[src/rtl/input_image_filter_if.sv]
// ---------------------------------------------------------------------------
// input_image_filter_if
// Signal bundle between system control / field wiring and the input
// conditioning stage.
//   raw      : asynchronous field inputs (N bits)
//   snap     : scan-start request, single-cycle pulse
//   img      : frozen input image presented to the cores
//   rise     : rising edges accepted since the previous snapshot
//   fall     : falling edges accepted since the previous snapshot
//   snap_ack : one-cycle pulse after each snapshot
//   live     : current debounced level (not frozen)
// Modports:
//   master : the side that supplies raw/snap and consumes the image
//   slave  : the filter itself
// ---------------------------------------------------------------------------
interface input_image_filter_if #(
  parameter int N = 16
);
  logic [N-1:0] raw;
  logic         snap;
  logic [N-1:0] img;
  logic [N-1:0] rise;
  logic [N-1:0] fall;
  logic         snap_ack;
  logic [N-1:0] live;

  modport master (
    output raw, snap,
    input  img, rise, fall, snap_ack, live
  );

  modport slave (
    input  raw, snap,
    output img, rise, fall, snap_ack, live
  );
endinterface

[src/rtl/input_image_filter.sv]
// ---------------------------------------------------------------------------
// input_image_filter
// Conditions N raw field inputs for the process-image input of the cores:
// two-flop synchroniser, per-channel debounce against a shared prescaled
// tick, sticky rise/fall accumulation, and a frozen snapshot on scan start.
// Ports:
//   clk : single clock, rising edge
//   rst : asynchronous active-high reset
//   bus : input_image_filter_if.slave (raw, snap in; img, rise, fall,
//         snap_ack, live out). All outputs come straight from flops.
// ---------------------------------------------------------------------------
module input_image_filter #(
  parameter int N       = 16,
  parameter int PRESC   = 1000,
  parameter int PRESC_W = 10,
  parameter int DEB_CNT = 4,
  parameter int DEB_W   = 3
) (
  input  logic                  clk,
  input  logic                  rst,
  input_image_filter_if.slave   bus
);

  logic [N-1:0]              sy1_reg, sy2_reg;
  logic [PRESC_W-1:0]        pc_reg, pc_next;
  logic                      tick;
  logic [N-1:0]              s_reg, s_next;
  logic [N-1:0][DEB_W-1:0]   c_reg, c_next;
  logic [N-1:0]              rise_ev, fall_ev;
  logic [N-1:0]              racc_reg, facc_reg;
  logic [N-1:0]              img_reg, rise_reg, fall_reg;
  logic                      snap_ack_reg;

  // Free-running prescaler; snapshots never disturb the debounce timebase.
  assign tick    = (pc_reg == PRESC_W'(PRESC - 1));
  assign pc_next = tick ? '0 : pc_reg + PRESC_W'(1);

  // Per-channel debounce. A new level is accepted only after DEB_CNT
  // consecutive disagreeing ticks; any agreeing tick clears the count,
  // which is what rejects glitches shorter than the debounce window.
  generate
    for (genvar gi = 0; gi < N; gi++) begin : g_chan
      logic             differ;
      logic             commit;
      logic [DEB_W-1:0] c_inc;

      assign differ = sy2_reg[gi] ^ s_reg[gi];
      assign c_inc  = c_reg[gi] + DEB_W'(1);
      assign commit = tick && differ && (c_inc == DEB_W'(DEB_CNT));

      assign s_next[gi]  = commit ? sy2_reg[gi] : s_reg[gi];
      assign c_next[gi]  = !tick              ? c_reg[gi] :
                           (!differ || commit) ? '0        : c_inc;
      assign rise_ev[gi] = commit &  sy2_reg[gi];
      assign fall_ev[gi] = commit & ~sy2_reg[gi];
    end
  endgenerate

  always_ff @(posedge clk or posedge rst) begin
    if (rst) begin
      sy1_reg      <= '0;
      sy2_reg      <= '0;
      pc_reg       <= '0;
      s_reg        <= '0;
      c_reg        <= '0;
      racc_reg     <= '0;
      facc_reg     <= '0;
      img_reg      <= '0;
      rise_reg     <= '0;
      fall_reg     <= '0;
      snap_ack_reg <= 1'b0;
    end else begin
      sy1_reg      <= bus.raw;
      sy2_reg      <= sy1_reg;
      pc_reg       <= pc_next;
      s_reg        <= s_next;
      c_reg        <= c_next;
      snap_ack_reg <= bus.snap;
      if (bus.snap) begin
        // Events committed in the snapshot cycle go straight into the
        // frozen flags and are not left in the accumulators, so they are
        // delivered exactly once.
        img_reg  <= s_next;
        rise_reg <= racc_reg | rise_ev;
        fall_reg <= facc_reg | fall_ev;
        racc_reg <= '0;
        facc_reg <= '0;
      end else begin
        racc_reg <= racc_reg | rise_ev;
        facc_reg <= facc_reg | fall_ev;
      end
    end
  end

  assign bus.img      = img_reg;
  assign bus.rise     = rise_reg;
  assign bus.fall     = fall_reg;
  assign bus.snap_ack = snap_ack_reg;
  assign bus.live     = s_reg;

endmodule

[src/flat_wrapper.sv]
// flat-port wrapper written by rule: the top's interface ports become plain ports
module input_image_filter_flat 
#(
  parameter int N       = 16,
  parameter int PRESC   = 1000,
  parameter int PRESC_W = 10,
  parameter int DEB_CNT = 4,
  parameter int DEB_W   = 3
)
  (clk, rst, bus_raw, bus_snap, bus_img, bus_rise, bus_fall, bus_snap_ack, bus_live);
  input_image_filter_if #(.N(N)) bus_i ();
  input  logic clk;
  input  logic rst;
  input wire logic [$bits(bus_i.raw)-1:0] bus_raw;
  input wire logic [$bits(bus_i.snap)-1:0] bus_snap;
  output wire logic [$bits(bus_i.img)-1:0] bus_img;
  output wire logic [$bits(bus_i.rise)-1:0] bus_rise;
  output wire logic [$bits(bus_i.fall)-1:0] bus_fall;
  output wire logic [$bits(bus_i.snap_ack)-1:0] bus_snap_ack;
  output wire logic [$bits(bus_i.live)-1:0] bus_live;
  assign bus_i.raw = bus_raw;
  assign bus_i.snap = bus_snap;
  assign bus_img = bus_i.img;
  assign bus_rise = bus_i.rise;
  assign bus_fall = bus_i.fall;
  assign bus_snap_ack = bus_i.snap_ack;
  assign bus_live = bus_i.live;
  input_image_filter #(.N(N), .PRESC(PRESC), .PRESC_W(PRESC_W), .DEB_CNT(DEB_CNT), .DEB_W(DEB_W)) u_core (.clk(clk), .rst(rst), .bus(bus_i));
endmodule
[config.mk]
export PLATFORM = sky130hd
export DESIGN_NAME = input_image_filter_flat
export DESIGN_NICKNAME = d
export VERILOG_FILES = /design/src/rtl/input_image_filter_if.sv /design/src/rtl/input_image_filter.sv /design/src/flat_wrapper.sv
export SDC_FILE = /design/constraint.sdc
export NUM_CORES = 1
export LEC_CHECK = 0
export CAP_MARGIN = 20
export CORE_MARGIN = 3
export CORE_UTILIZATION = 40
export DETAILED_ROUTE_END_ITERATION = 10
export PLACE_DENSITY_LB_ADDON = 0.25
export SYNTH_ARGS = -nofsm -noshare
export SYNTH_HDL_FRONTEND = slang
export SYNTH_SLANG_ARGS = --single-unit
export TNS_END_PERCENT = 10
[constraint.sdc]
create_clock -name clk -period 12.5 [get_ports clk]
set_clock_uncertainty 0.1 [all_clocks]
set_input_delay 3.125 -clock clk [delete_from_list [all_inputs] [get_ports clk]]
set_output_delay 3.125 -clock clk [all_outputs]
set_load 0.02 [all_outputs]
==> reports/qor.csv <==
stage,metric,value,unit
outcome,status,finished clean,
detailed_routing,vias per cell,5.05,
critical_path,Critical Path Source Type,primary input,
timing,RSZ-0062 raised after global routing,false,
timing,slew margin rel.,34.2,%
yosys,cell taking the most area after synthesis,dfrtp_1,
die,total die area,21200,sq um
yosys,synthesized area per cell,11.1,sq um
global_routing,GRT overflow,0,
cts,clock buffer depth,2,
critical_path,worst path arrival time,5300,ps
cells_and_area,post-layout util,49.5,%
cells_and_area,Filler cells,1719,
global_routing,initial antenna violation count,0,
timing,final hold violation count,0,
die,Rows,50,
placed_design,Detailed Place HPWL,10200,microns
yosys,Post-synth ARST share,100,%
cts,Post-CTS Setup Bufs,0,
critical_path,Required @ worst endpoint,12800,ps
detailed_routing,drt wl/cell,14.6,microns
global_routing,vias in the first global route,5597,
job,Max-cap violations,0,
yosys,register area share after synthesis,60.1,%
detailed_routing,DR pass1 iterations,4,
global_routing,largest net degree at the start of global routing,110,
detailed_routing,Total Wirelength,15400,microns
cts,CTS resizes,0,
die,die width,146,microns
yosys,Post-synth top flop,dfrtp_1,
detailed_routing,via count,5297,
cells_and_area,Synth-to-Final Area Change,20.1,%
cts,CTS tree,built,
detailed_routing,final antenna-violating net count,0,
yosys,Synth cell types,35,
die,Die H,146,microns
cts,Clock Latency Late Sink,420,ps
timing,setup_tns,0,ps
placed_design,dpl ws,6950,ps
cells_and_area,layout cells sized above 1,5.96,%
cells_and_area,Multi-input gate area,2810,sq um
critical_path,Crit. End Element,async pin,
cts,CTS Buf Count,17,
yosys,Ys Warns,0,
yosys,Post-synth EDFFs,0,
cells_and_area,NumNets Final,828,
placed_design,port buffer count,83,
cells_and_area,Antenna diodes,0,
cts,# hold bufs at CTS,0,
worst_hold_path,Hold Path Class,flop to flop,
yosys,#FFs+latches synth,187,
power,PwrDens,131,nW/um^2
critical_path,worst-path maximum fanout,109,
yosys,Synth area leaders,"dfrtp_1 (60%), ha_1 (5.3%), nor2_1 (4.5%)",
cells_and_area,"commonest non-fill, non-tap cell in the layout",dfrtp_1,
die,Initial Utilization,41.2,%
cells_and_area,register area,4680,sq um
yosys,Synthesized Nets,753,
placed_design,gp weighted congestion,0.720,
timing,Hold WS,249,ps
cells_and_area,most frequent cells in the layout,"dfrtp_1 (187), nor2_1 (93), clkdlybuf4s50_1 (82)",
detailed_routing,Residual DRC,0,
cts,clk sinks,187,
die,I/O pin cnt,84,
power,leak pwr,4.53,nW
critical_path,CP Class,primary input to async pin,
cells_and_area,Largest register FFs,48,
die,core area,18900,sq um
cts,H-tree lvl count,4,
global_routing,global-route wire length before repair,26900,microns
yosys,synthesized area,7790,sq um
global_routing,gr usage total,15.2,%
timing,"Slew Viols, Final",0,
cts,"CTS clk-pin slew, worst paths",70,ps
timing,fin crit period,4990,ps
timing,Worst-Margin Slew,986,ps
yosys,post-synthesis cell count,701,
power,Max rail drop VDD,0.0957,mV
timing,max frequency,200,MHz
yosys,post-synth top area share,60.1,%
timing,crit share post-route,40.0,%
timing,"Setup violations, final",0,
detailed_routing,Initial DRC Count,381,
timing,Setup WS post-layout,7510,ps
cts,CTS Root Buffer Type,clkbuf_16,
[layer usage]
metal  up-vias  share of wire, %  global-route usage, %  routed length, microns
met5         -                 0                      0                       0
met4         0              0.66                   4.65                     101
met3         6               3.3                   3.74                     509
met2        65                48                   24.7                    7360
met1      2640                48                   20.5                    7380
li1       2586                 -                      -                       -
[cells in the mapped netlist (all sizes together), types with 10 or more instances]
library cell,count
and3,13
ha,33
nand4,13
o21ai,31
a21o,10
o31ai,12
xor2,23
nand2b,12
nand3,31
nand2,46
dfrtp,187
inv,27
a21oi,32
nor2,93
a31oi,44
buf,16
clkbuf,15
[cell families after synthesis]
group                      synth area share, %
AOI/OAI and AO/OA                         12.7
xor gates and xnor gates                  3.15
adders and majority gates                 5.30
buffers and inverters                     3.86
DFF                                       60.1
muxes                                    0.578
and+or+nand+nor                           14.3
[area by class of cell]
class                   count  area share (%)
clock inverters            11            1.30
multi-input cells         456            30.1
clock buffers              20            4.78
inverters                  27            1.14
repair buffers             87            9.18
well taps                 260            3.48
flip-flops and latches    187            50.0
[critical path, cell delays in order]
cell	delay, ps
clkdlybuf4s50_1	470
inv_6	640
buf_4	890
[final timing paths]
path	cells past startpoint	to	slack [ps]	startpoint
worst max register to register	6	u_core.bus.rise[7]	9870	u_core.pc_reg[0]
worst max-delay path	3	u_core.racc_reg[6]	7510	rst
worst min register to register	0	u_core.sy2_reg[13]	250	u_core.sy1_reg[13]
min in group asynchronous	2	u_core.c_reg[47]	3160	rst
max in group clk	1	bus_live[3]	7810	u_core.bus.live[3]
worst min-delay path	0	u_core.sy2_reg[13]	250	u_core.sy1_reg[13]
[through the flow]
| step | std cells | total power [mW] | instance area (sq um) |
|---|---|---|---|
| 2_1_floorplan | 701 | 0.682 | 7790 |
| 3_3_place_gp | 1017 | 0.720 | 8780 |
| 3_5_place_dp | 1017 | 0.722 | 8780 |
| 4_1_cts | 1048 | 1.25 | 9350 |
| 5_1_grt | 1048 | 1.28 | 9350 |
| 6_report | 1048 | 1.23 | 9350 |
[power breakdown]
| part | switching (mW) | total, mW | internal [mW] |
|---|---|---|---|
| registers | 0.0109 | 0.632 | 0.621 |
| clock network | 0.222 | 0.521 | 0.299 |
| logic | 0.0456 | 0.0762 | 0.0306 |
| total | 0.279 | 1.23 | 0.950 |
No activity file was read; power rests on OpenSTA's default activity.
